[src/rtl/datapath_pkg.sv]
// Shared constants and select encodings for the accumulator datapath.
package datapath_pkg;
  localparam int DW = 8;
  localparam int AW = 5;

  typedef enum logic [1:0] {
    ASEL_ALU  = 2'b00,
    ASEL_IN   = 2'b01,
    ASEL_RAM  = 2'b10,
    ASEL_ZERO = 2'b11
  } asel_e;
endpackage

[src/rtl/processor_datapath_ram.sv]
// 32x8 RAM: combinational read, write on the rising clock edge.
module ram32x8
  import datapath_pkg::*;
(
  input  logic          clk,
  input  logic          we,
  input  logic [AW-1:0] addr,
  input  logic [DW-1:0] wdata,
  output logic [DW-1:0] rdata
);
  logic [DW-1:0] mem_q [2**AW];

  // Synchronous write; contents are never reset.
  always_ff @(posedge clk) begin
    if (we) mem_q[addr] <= wdata;
  end

  assign rdata = mem_q[addr];
endmodule

[src/rtl/processor_datapath.sv]
// Accumulator datapath: IR, PC, A, ALU and RAM driven by external control.
module processor_datapath
  import datapath_pkg::*;
(
  input  logic          clk,
  input  logic          clear,
  input  logic          IRload,
  input  logic          JMPmux,
  input  logic          PCload,
  input  logic          Meminst,
  input  logic          MemWr,
  input  logic [1:0]    Asel,
  input  logic          Aload,
  input  logic          Sub,
  input  logic [DW-1:0] in,
  output logic [DW-1:0] out,
  output logic [2:0]    IR75,
  output logic          Aeq0,
  output logic          Apos,
  output logic [AW-1:0] MeminstOut,
  output logic [DW-1:0] regAOut,
  output logic [DW-1:0] RAMout,
  output logic [AW-1:0] IR40
);
  logic [DW-1:0] ir_q, ir_d;
  logic [AW-1:0] pc_q, pc_d;
  logic [DW-1:0] a_q,  a_d;
  logic [AW-1:0] mem_addr;
  logic [DW-1:0] ram_rd;
  logic [DW-1:0] alu;
  logic          ram_we;

  // Address mux, ALU and next-state selection for IR, PC and A.
  always_comb begin
    mem_addr = Meminst ? ir_q[AW-1:0] : pc_q;
    alu      = Sub ? (a_q - ram_rd) : (a_q + ram_rd);
    ir_d     = IRload ? ram_rd : ir_q;
    pc_d     = pc_q;
    if (PCload) pc_d = JMPmux ? ir_q[AW-1:0] : (pc_q + 5'd1);
    a_d = a_q;
    if (Aload) begin
      case (asel_e'(Asel))
        ASEL_ALU:  a_d = alu;
        ASEL_IN:   a_d = in;
        ASEL_RAM:  a_d = ram_rd;
        ASEL_ZERO: a_d = '0;
        default:   a_d = a_q;
      endcase
    end
  end

  // A write coinciding with clear must not reach the RAM.
  assign ram_we = MemWr & clear;

  ram32x8 u_ram (
    .clk   (clk),
    .we    (ram_we),
    .addr  (mem_addr),
    .wdata (a_q),
    .rdata (ram_rd)
  );

  // Architectural registers; clear is asynchronous and dominates all loads.
  always_ff @(posedge clk or negedge clear) begin
    if (!clear) begin
      ir_q <= '0;
      pc_q <= '0;
      a_q  <= '0;
    end else begin
      ir_q <= ir_d;
      pc_q <= pc_d;
      a_q  <= a_d;
    end
  end

  assign out        = a_q;
  assign regAOut    = a_q;
  assign IR75       = ir_q[7:5];
  assign IR40       = ir_q[4:0];
  assign Aeq0       = (a_q == '0);
  assign Apos       = ~a_q[DW-1];
  assign MeminstOut = mem_addr;
  assign RAMout     = ram_rd;
endmodule

[config.mk]
export PLATFORM = sky130hd
export DESIGN_NAME = processor_datapath
export DESIGN_NICKNAME = d
export VERILOG_FILES = /design/src/rtl/datapath_pkg.sv /design/src/rtl/processor_datapath_ram.sv /design/src/rtl/processor_datapath.sv
export SDC_FILE = /design/constraint.sdc
export NUM_CORES = 1
export LEC_CHECK = 0
export BUFFER_PORTS_ARGS = -buffer_cell sky130_fd_sc_hd__buf_2
export CAP_MARGIN = 20
export CELL_PAD_IN_SITES_DETAIL_PLACEMENT = 1
export CELL_PAD_IN_SITES_GLOBAL_PLACEMENT = 2
export CORE_MARGIN = 8
export CORE_UTILIZATION = 42
export DETAILED_ROUTE_END_ITERATION = 16
export HOLD_SLACK_MARGIN = 0.03
export PLACE_DENSITY = 0.78
export SYNTH_ARGS = -nofsm -noshare
export SYNTH_HDL_FRONTEND = slang
export SYNTH_SLANG_ARGS = --single-unit
[constraint.sdc]
create_clock -name clk -period 8.4 [get_ports clk]
set_clock_uncertainty 0.05 [all_clocks]
set_input_delay 1.68 -clock clk [delete_from_list [all_inputs] [get_ports clk]]
set_output_delay 1.68 -clock clk [all_outputs]
set_load 0.02 [all_outputs]
==> results of run 1 <==
routing by layer:
layer	wire, um	global-route usage	vias up
met5	0	0	-
met4	810	0.0474	0
met3	2530	0.0358	62
met2	15300	0.306	318
met1	13500	0.260	3603
li1	-	-	3026
worst max-delay path, cell delays in order:
cell     delay [ps]
buf_2           440
mux2i_4         190
inv_2           590
buf_4           460
mux4_2          560
a22o_1          280
nor3_2          560
inv_1           180
buf_2           210
how the worst max path moves through the flow:
stage	end	slack, ps	depth (start not counted)
global route	out[7]	1240	21
CTS	RAMout[7]	1450	10
detailed placement	out[7]	1140	22
floorplan	out[7]	1640	22
finish	RAMout[4]	1480	9
global placement	out[7]	1350	22
report_power, final:
group	switching, uW	internal [uW]	total, uW
registers	95.0	1770	1870
clock network	521	757	1280
logic	1430	779	2210
registers in the layout (all words and copies together) (netlist names):
signal and cells:
pc_q 5, u_ram.mem_q 256, ir_q 8, out 8
metrics by stage:
stage / cell area, um^2 / util
6_report: 13500 / 0.484
5_1_grt: 13500 / 0.484
4_1_cts: 13500 / 0.484
3_5_place_dp: 12500 / 0.450
3_3_place_gp: 12500 / 0.450
2_1_floorplan: 11900 / -
placed cells by master (no fill, tap or decap), drive strengths merged, types with 3 or more instances in the layout:
master and instances:
or2 3, nand3b 5, or4 3, mux2i 43, nor2b 5, nor4 5, o21ai 8, dfrtp 21
a22o 5, edfxtp 256, nand3 7, a2bb2oi 5, nor3 13, nand2b 5, mux4 39, a222oi 3
o22ai 11, inv 22, nor2 62, clkbuf 34, clkinv 13, a31oi 3, nand2 16, buf 71
nand4 9, or3b 4, ha 9, bufinv 4, a22oi 18, mux2 7, a21boi 15, a21oi 37
xnor2 7, o221ai 4, a2111o 3
area by class of cell:
type                       count  area [um^2]  area share
clock inverter                19          206      0.0153
tap                          378          473      0.0351
inverter                      20         75.1     0.00557
sequential                   277         8210       0.609
clock buffer                  34          744      0.0552
multi-input combinational    387         3370       0.250
timing repair buffer          71          403      0.0299
cell families after synthesis:
family	Yosys count	share of synthesized area
mux	89	0.120
xor+xnor	9	0.00776
flops	277	0.688
simple gates	148	0.0654
buf+inv	64	0.0304
fa+ha+maj	10	0.0111
compound gates	131	0.0769
==> flow_summary.yaml, run 1 <==
finish:
  nNetsFinal: 815
  antenna_cells: 0
  fillCellCount: 2679
  syn_to_final_growth_pct: 12.9
  instances_no_fill: 1186
  drive_gt1_frac: 0.218
power:
  p_per_area_nw_per_um2: 397
  leakage_uw: 0.00463
  finalPower_uw: 5350
  irDropWorstVdd_v: 0.000247
placed_design:
  dp.cells: 1133
  pre_cts_ws_ps: 1140
  place_congestion: 0.864
  port_buffers: 57
  dp_hpwl_mm: 21.4
sta:
  max-slew-margin-rel: 0.263
  fin_crit_ps: 6920
  slew_violations: 0
  setup_viol: 0
  setup_tns_ps: 0
  holdWs_ps: 466
  max_freq_ghz: 0.145
  layout_setup_ws_ps: 1480
  tightest_slew_ps: 1100
  post-route-period-util: 0.824
  rsz0062_at_grt: "no"
  hold_violations: 0
worst_setup_path:
  cp-end-kind: "output port"
  worstSetupStartpointType: "input port"
  crit_path_max_fanout: 27
  r2r_slack_ps: 2570
  reg2reg_depth: 20
  reg2reg_from: "pc_q[1]"
  worstReg2RegEnd: "out[7]"
  required_ps: 6670
  path_class: "input port to output port"
  worst_ep_arrival_time_ps: 5190
  crit_start: "Meminst"
synth:
  synth_seq_cells: 277
  ys_warn_count: 0
  yosys.area.top_type: "edfxtp_1"
  yosys.cell_types.count: 69
  seq_area_frac_synth: 0.688
  synth-edff-count: 256
  avgSynthCellArea_um2: 16.4
  yosysMostFrequentCell: "edfxtp_1"
  synth.area.top_cells: "edfxtp_1 64%, mux4_2 6.6%, dfrtp_1 4.4%, mux2i_1 3.3%, nor2_1 1.9%"
  synthesis.area_um2: 11900
  syn_inst: 728
  synthArstFlopShare: 0.0758
  synthFlopType: "edfxtp_1"
  synth_fp_nets: 757
  netlist_top_cells_count: "256 x edfxtp_1, 62 x nor2_1, 39 x mux2i_1"
  synth.top_cell.area_share: 0.644
global_routing:
  antenna_found_initial: 0
  grt_max_degree: 40
  groute.usage.overall: 0.189
  overflow: 0
  grt_pass1_wl_mm: 47.7
  grt_pass1_vias: 7261
cts:
  cts_made_buffers: 29
  clock_path_buffers: 3
  clk_latency_ps: 560
  cts.htree.levels: 1
  cts_tree: "yes"
  clk_pin_slew_ps: 60
  cts_root_buffer: "clkbuf_16"
  cts_resized: 0
  clock_sinks: 277
  cts_hold_buf: 0
  cts_setup_buffers: 0
worst_hold_path:
  min_path_type: "flip-flop to flip-flop"
  hold_path_end: "ir_q[7]"
  min-delay-start: "ir_q[7]"
  worstHoldPathCells: 2
detailed_routing:
  antenna_left: 0
  vias_per_cell: 5.91
  num_vias: 7009
  totalWireLength_mm: 32.1
  drt_iter0_markers: 727
  drc: 0
  drt_pass1_iterations: 5
  routedWlPerCell_um: 27.1
die:
  die_h_um: 185
  core_area_um2: 27900
  ios: 58
  dieArea_um2: 34100
  start_util: 0.428
  num_rows: 61
  fp.dieW_um: 185
run_status:
  status: "finished clean"
flow_run:
  drv_cap: 0
Power figures use the tool's default switching activity.
==> run 2, diff against run 1 <==
--- a/config.mk
+++ b/config.mk
@@ -5,15 +5,16 @@
 export SDC_FILE = /design/constraint.sdc
 export NUM_CORES = 1
 export LEC_CHECK = 0
+export ABC_AREA = 1
 export BUFFER_PORTS_ARGS = -buffer_cell sky130_fd_sc_hd__buf_2
 export CAP_MARGIN = 20
 export CELL_PAD_IN_SITES_DETAIL_PLACEMENT = 1
 export CELL_PAD_IN_SITES_GLOBAL_PLACEMENT = 2
 export CORE_MARGIN = 8
-export CORE_UTILIZATION = 42
+export CORE_UTILIZATION = 40
 export DETAILED_ROUTE_END_ITERATION = 16
 export HOLD_SLACK_MARGIN = 0.03
-export PLACE_DENSITY = 0.78
+export PLACE_DENSITY = 0.83
 export SYNTH_ARGS = -nofsm -noshare
 export SYNTH_HDL_FRONTEND = slang
 export SYNTH_SLANG_ARGS = --single-unit
==> constraint.sdc (replaced) <==
create_clock -name clk -period 7.07 [get_ports clk]
set_clock_uncertainty 0.05 [all_clocks]
set_input_delay 1.414 -clock clk [delete_from_list [all_inputs] [get_ports clk]]
set_output_delay 1.414 -clock clk [all_outputs]
set_load 0.02 [all_outputs]
==> run 2 against run 1 <==
  * Sequential share of layout area is 3.2 points lower
  * Sequential cell count stayed put
  * Die area is 9.3% higher
  * Worst setup slack worse by 20 ps
  * Clock power is 25% higher
  * Core utilization is 2.1 points lower
  * Synthesized area is 4.9% higher
  * Routed wire length is 13% higher
  * Critical endpoint is now RAMout[6]
  * Highest routed layer unchanged
==> flow_summary.yaml, run 2 <==
sta:
  slew_violations: 0
  layout_setup_ws_ps: 1460
  setup_viol: 0
  setup_tns_ps: 0
  post-route-period-util: 0.793
  holdWs_ps: 454
  max_freq_ghz: 0.178
  hold_violations: 0
  tightest_slew_ps: 998
  rsz0062_at_grt: "no"
  max-slew-margin-rel: 0.332
  fin_crit_ps: 5610
finish:
  nNetsFinal: 1358
  antenna_cells: 0
  largest-register: "u_ram.mem_q"
  final_area_um2: 14200
  final_common_cell: "nand2_1"
  drive_gt1_frac: 0.121
  largest_reg_flops: 256
  final_cell_mix: "625 x nand2_1, 256 x edfxtp_1, 75 x inv_1"
  syn_to_final_growth_pct: 13.6
detailed_routing:
  totalWireLength_mm: 36.4
  num_vias: 9081
  antenna_left: 0
  drc: 0
  routedWlPerCell_um: 20.8
  drt_pass1_iterations: 5
  drt_iter0_markers: 662
  vias_per_cell: 5.20
worst_hold_path:
  worstHoldPathCells: 2
  min_path_type: "flip-flop to flip-flop"
synth:
  seq_area_frac_synth: 0.656
  yosysMostFrequentCell: "nand2_1"
  netlist_top_cells_count: "625 x nand2_1, 256 x edfxtp_1, 75 x inv_1"
  synth_seq_cells: 277
  synth-edff-count: 256
  synth.area.top_cells: "edfxtp_1 61%, nand2_1 19%, dfrtp_1 4.2%, inv_1 2.2%, nor2_1 1.8%"
  synthArstFlopShare: 0.0758
  ys_warn_count: 0
  synthFlopType: "edfxtp_1"
  synth.top_cell.area_share: 0.614
  yosys.cell_types.count: 40
  syn_inst: 1267
  avgSynthCellArea_um2: 9.88
  synth_fp_nets: 1296
  yosys.area.top_type: "edfxtp_1"
  synthesis.area_um2: 12500
worst_setup_path:
  slowest_stage: "nor2_2"
  path_class: "input port to output port"
  worst_ep_arrival_time_ps: 4140
  cp-end-kind: "output port"
  crit_path_max_fanout: 33
  crit_chain: "buf_2 > inv_2 > nand2_2 > nand2_4 > buf_4 > buf_4 > nor2_2 > nand2_1 > nand3_1 > nand2_1 > nand4_1 > nor2_1 > inv_1 > buf_2"
  required_ps: 5610
  cpPeakStageDelay_ps: 530
  reg2reg_depth: 26
  worstSetupStartpointType: "input port"
die:
  fp.dieW_um: 193
  ios: 58
  start_util: 0.407
  core_area_um2: 30700
  num_rows: 64
  dieArea_um2: 37200
  die_h_um: 193
cts:
  cts.htree.levels: 1
  clock_sinks: 277
  cts_hold_buf: 0
  cts_tree: "yes"
  cts_resized: 0
  cts_made_buffers: 30
  clk_pin_slew_ps: 60
  cts_setup_buffers: 0
  clock_path_buffers: 3
  clk_latency_ps: 560
  cts_root_buffer: "clkbuf_16"
power:
  irDropWorstVdd_v: 0.000355
  p_per_area_nw_per_um2: 427
  finalPower_uw: 6070
  leakage_uw: 0.00598
flow_run:
  drv_cap: 0
global_routing:
  grt_pass1_wl_mm: 56.5
  overflow: 0
  grt_max_degree: 64
  antenna_found_initial: 0
  grt_pass1_vias: 9684
  groute.usage.overall: 0.199
placed_design:
  place_congestion: 0.823
  pre_cts_ws_ps: 1170
  dpl-instance-area_um2: 13200
  dp_hpwl_mm: 23.6
  port_buffers: 57
run_status:
  status: "finished clean"
-- run 2: path summary, 6_finish.rpt --
| kind | startpoint | endpoint | slack [ps] |
|---|---|---|---|
| max | Meminst | RAMout[6] | 1460 |
| min | ir_q[5] | ir_q[5] | 450 |
| max reg2reg | pc_q[0] | out[7] | 2500 |
| min reg2reg | ir_q[5] | ir_q[5] | 450 |
| max in group asynchronous | clear | out[0] | 5830 |
| min in group asynchronous | clear | pc_q[4] | 790 |
-- run 2: worst max-delay path: cells and delay by family --
kind	cells	cell delay [ps]
buf+inv	6	1230
simple gates	8	1430
-- run 2: logic make-up after synthesis --
kind of cell	Yosys count	share of synthesized area
AO/OA/AOI/OAI	86	0.0402
flip-flops	277	0.656
AND/OR/NAND/NOR	756	0.241
XOR/XNOR	8	0.00560
adder cells (fa/ha/maj)	10	0.0106
buffers and inverters	130	0.0465
-- run 2: cell type report --
type | count | area [um^2]
multi-input combinational | 860 | 3740
timing repair buffer | 82 | 473
tap | 396 | 495
sequential | 277 | 8210
clock buffer | 31 | 754
clock inverter | 24 | 255
inverter | 78 | 295
fill | 3469 | 16500
-- run 2: metal layers --
metal,vias up,part of all wire,global-route usage
li1,4270,-,-
met3,40,0.045,0.0248
met1,4557,0.45,0.262
met4,0,0.017,0.0464
met5,-,0,0
met2,214,0.49,0.348
-- run 2: report_power, final --
group | switching [uW] | total [uW] | internal (uW)
clock network | 647 | 1600 | 955
logic | 1680 | 2300 | 626
registers | 76.8 | 2160 | 2090
total | 2400 | 6070 | 3670
-- run 2: per-stage QoR --
| stage | cells | utilization |
|---|---|---|
| after global routing | 1748 | 0.463 |
| after global placement | 1693 | 0.430 |
| final | 1748 | 0.463 |
| after detailed placement | 1693 | 0.430 |
| after CTS | 1748 | 0.463 |
| after floorplan | 1267 | - |
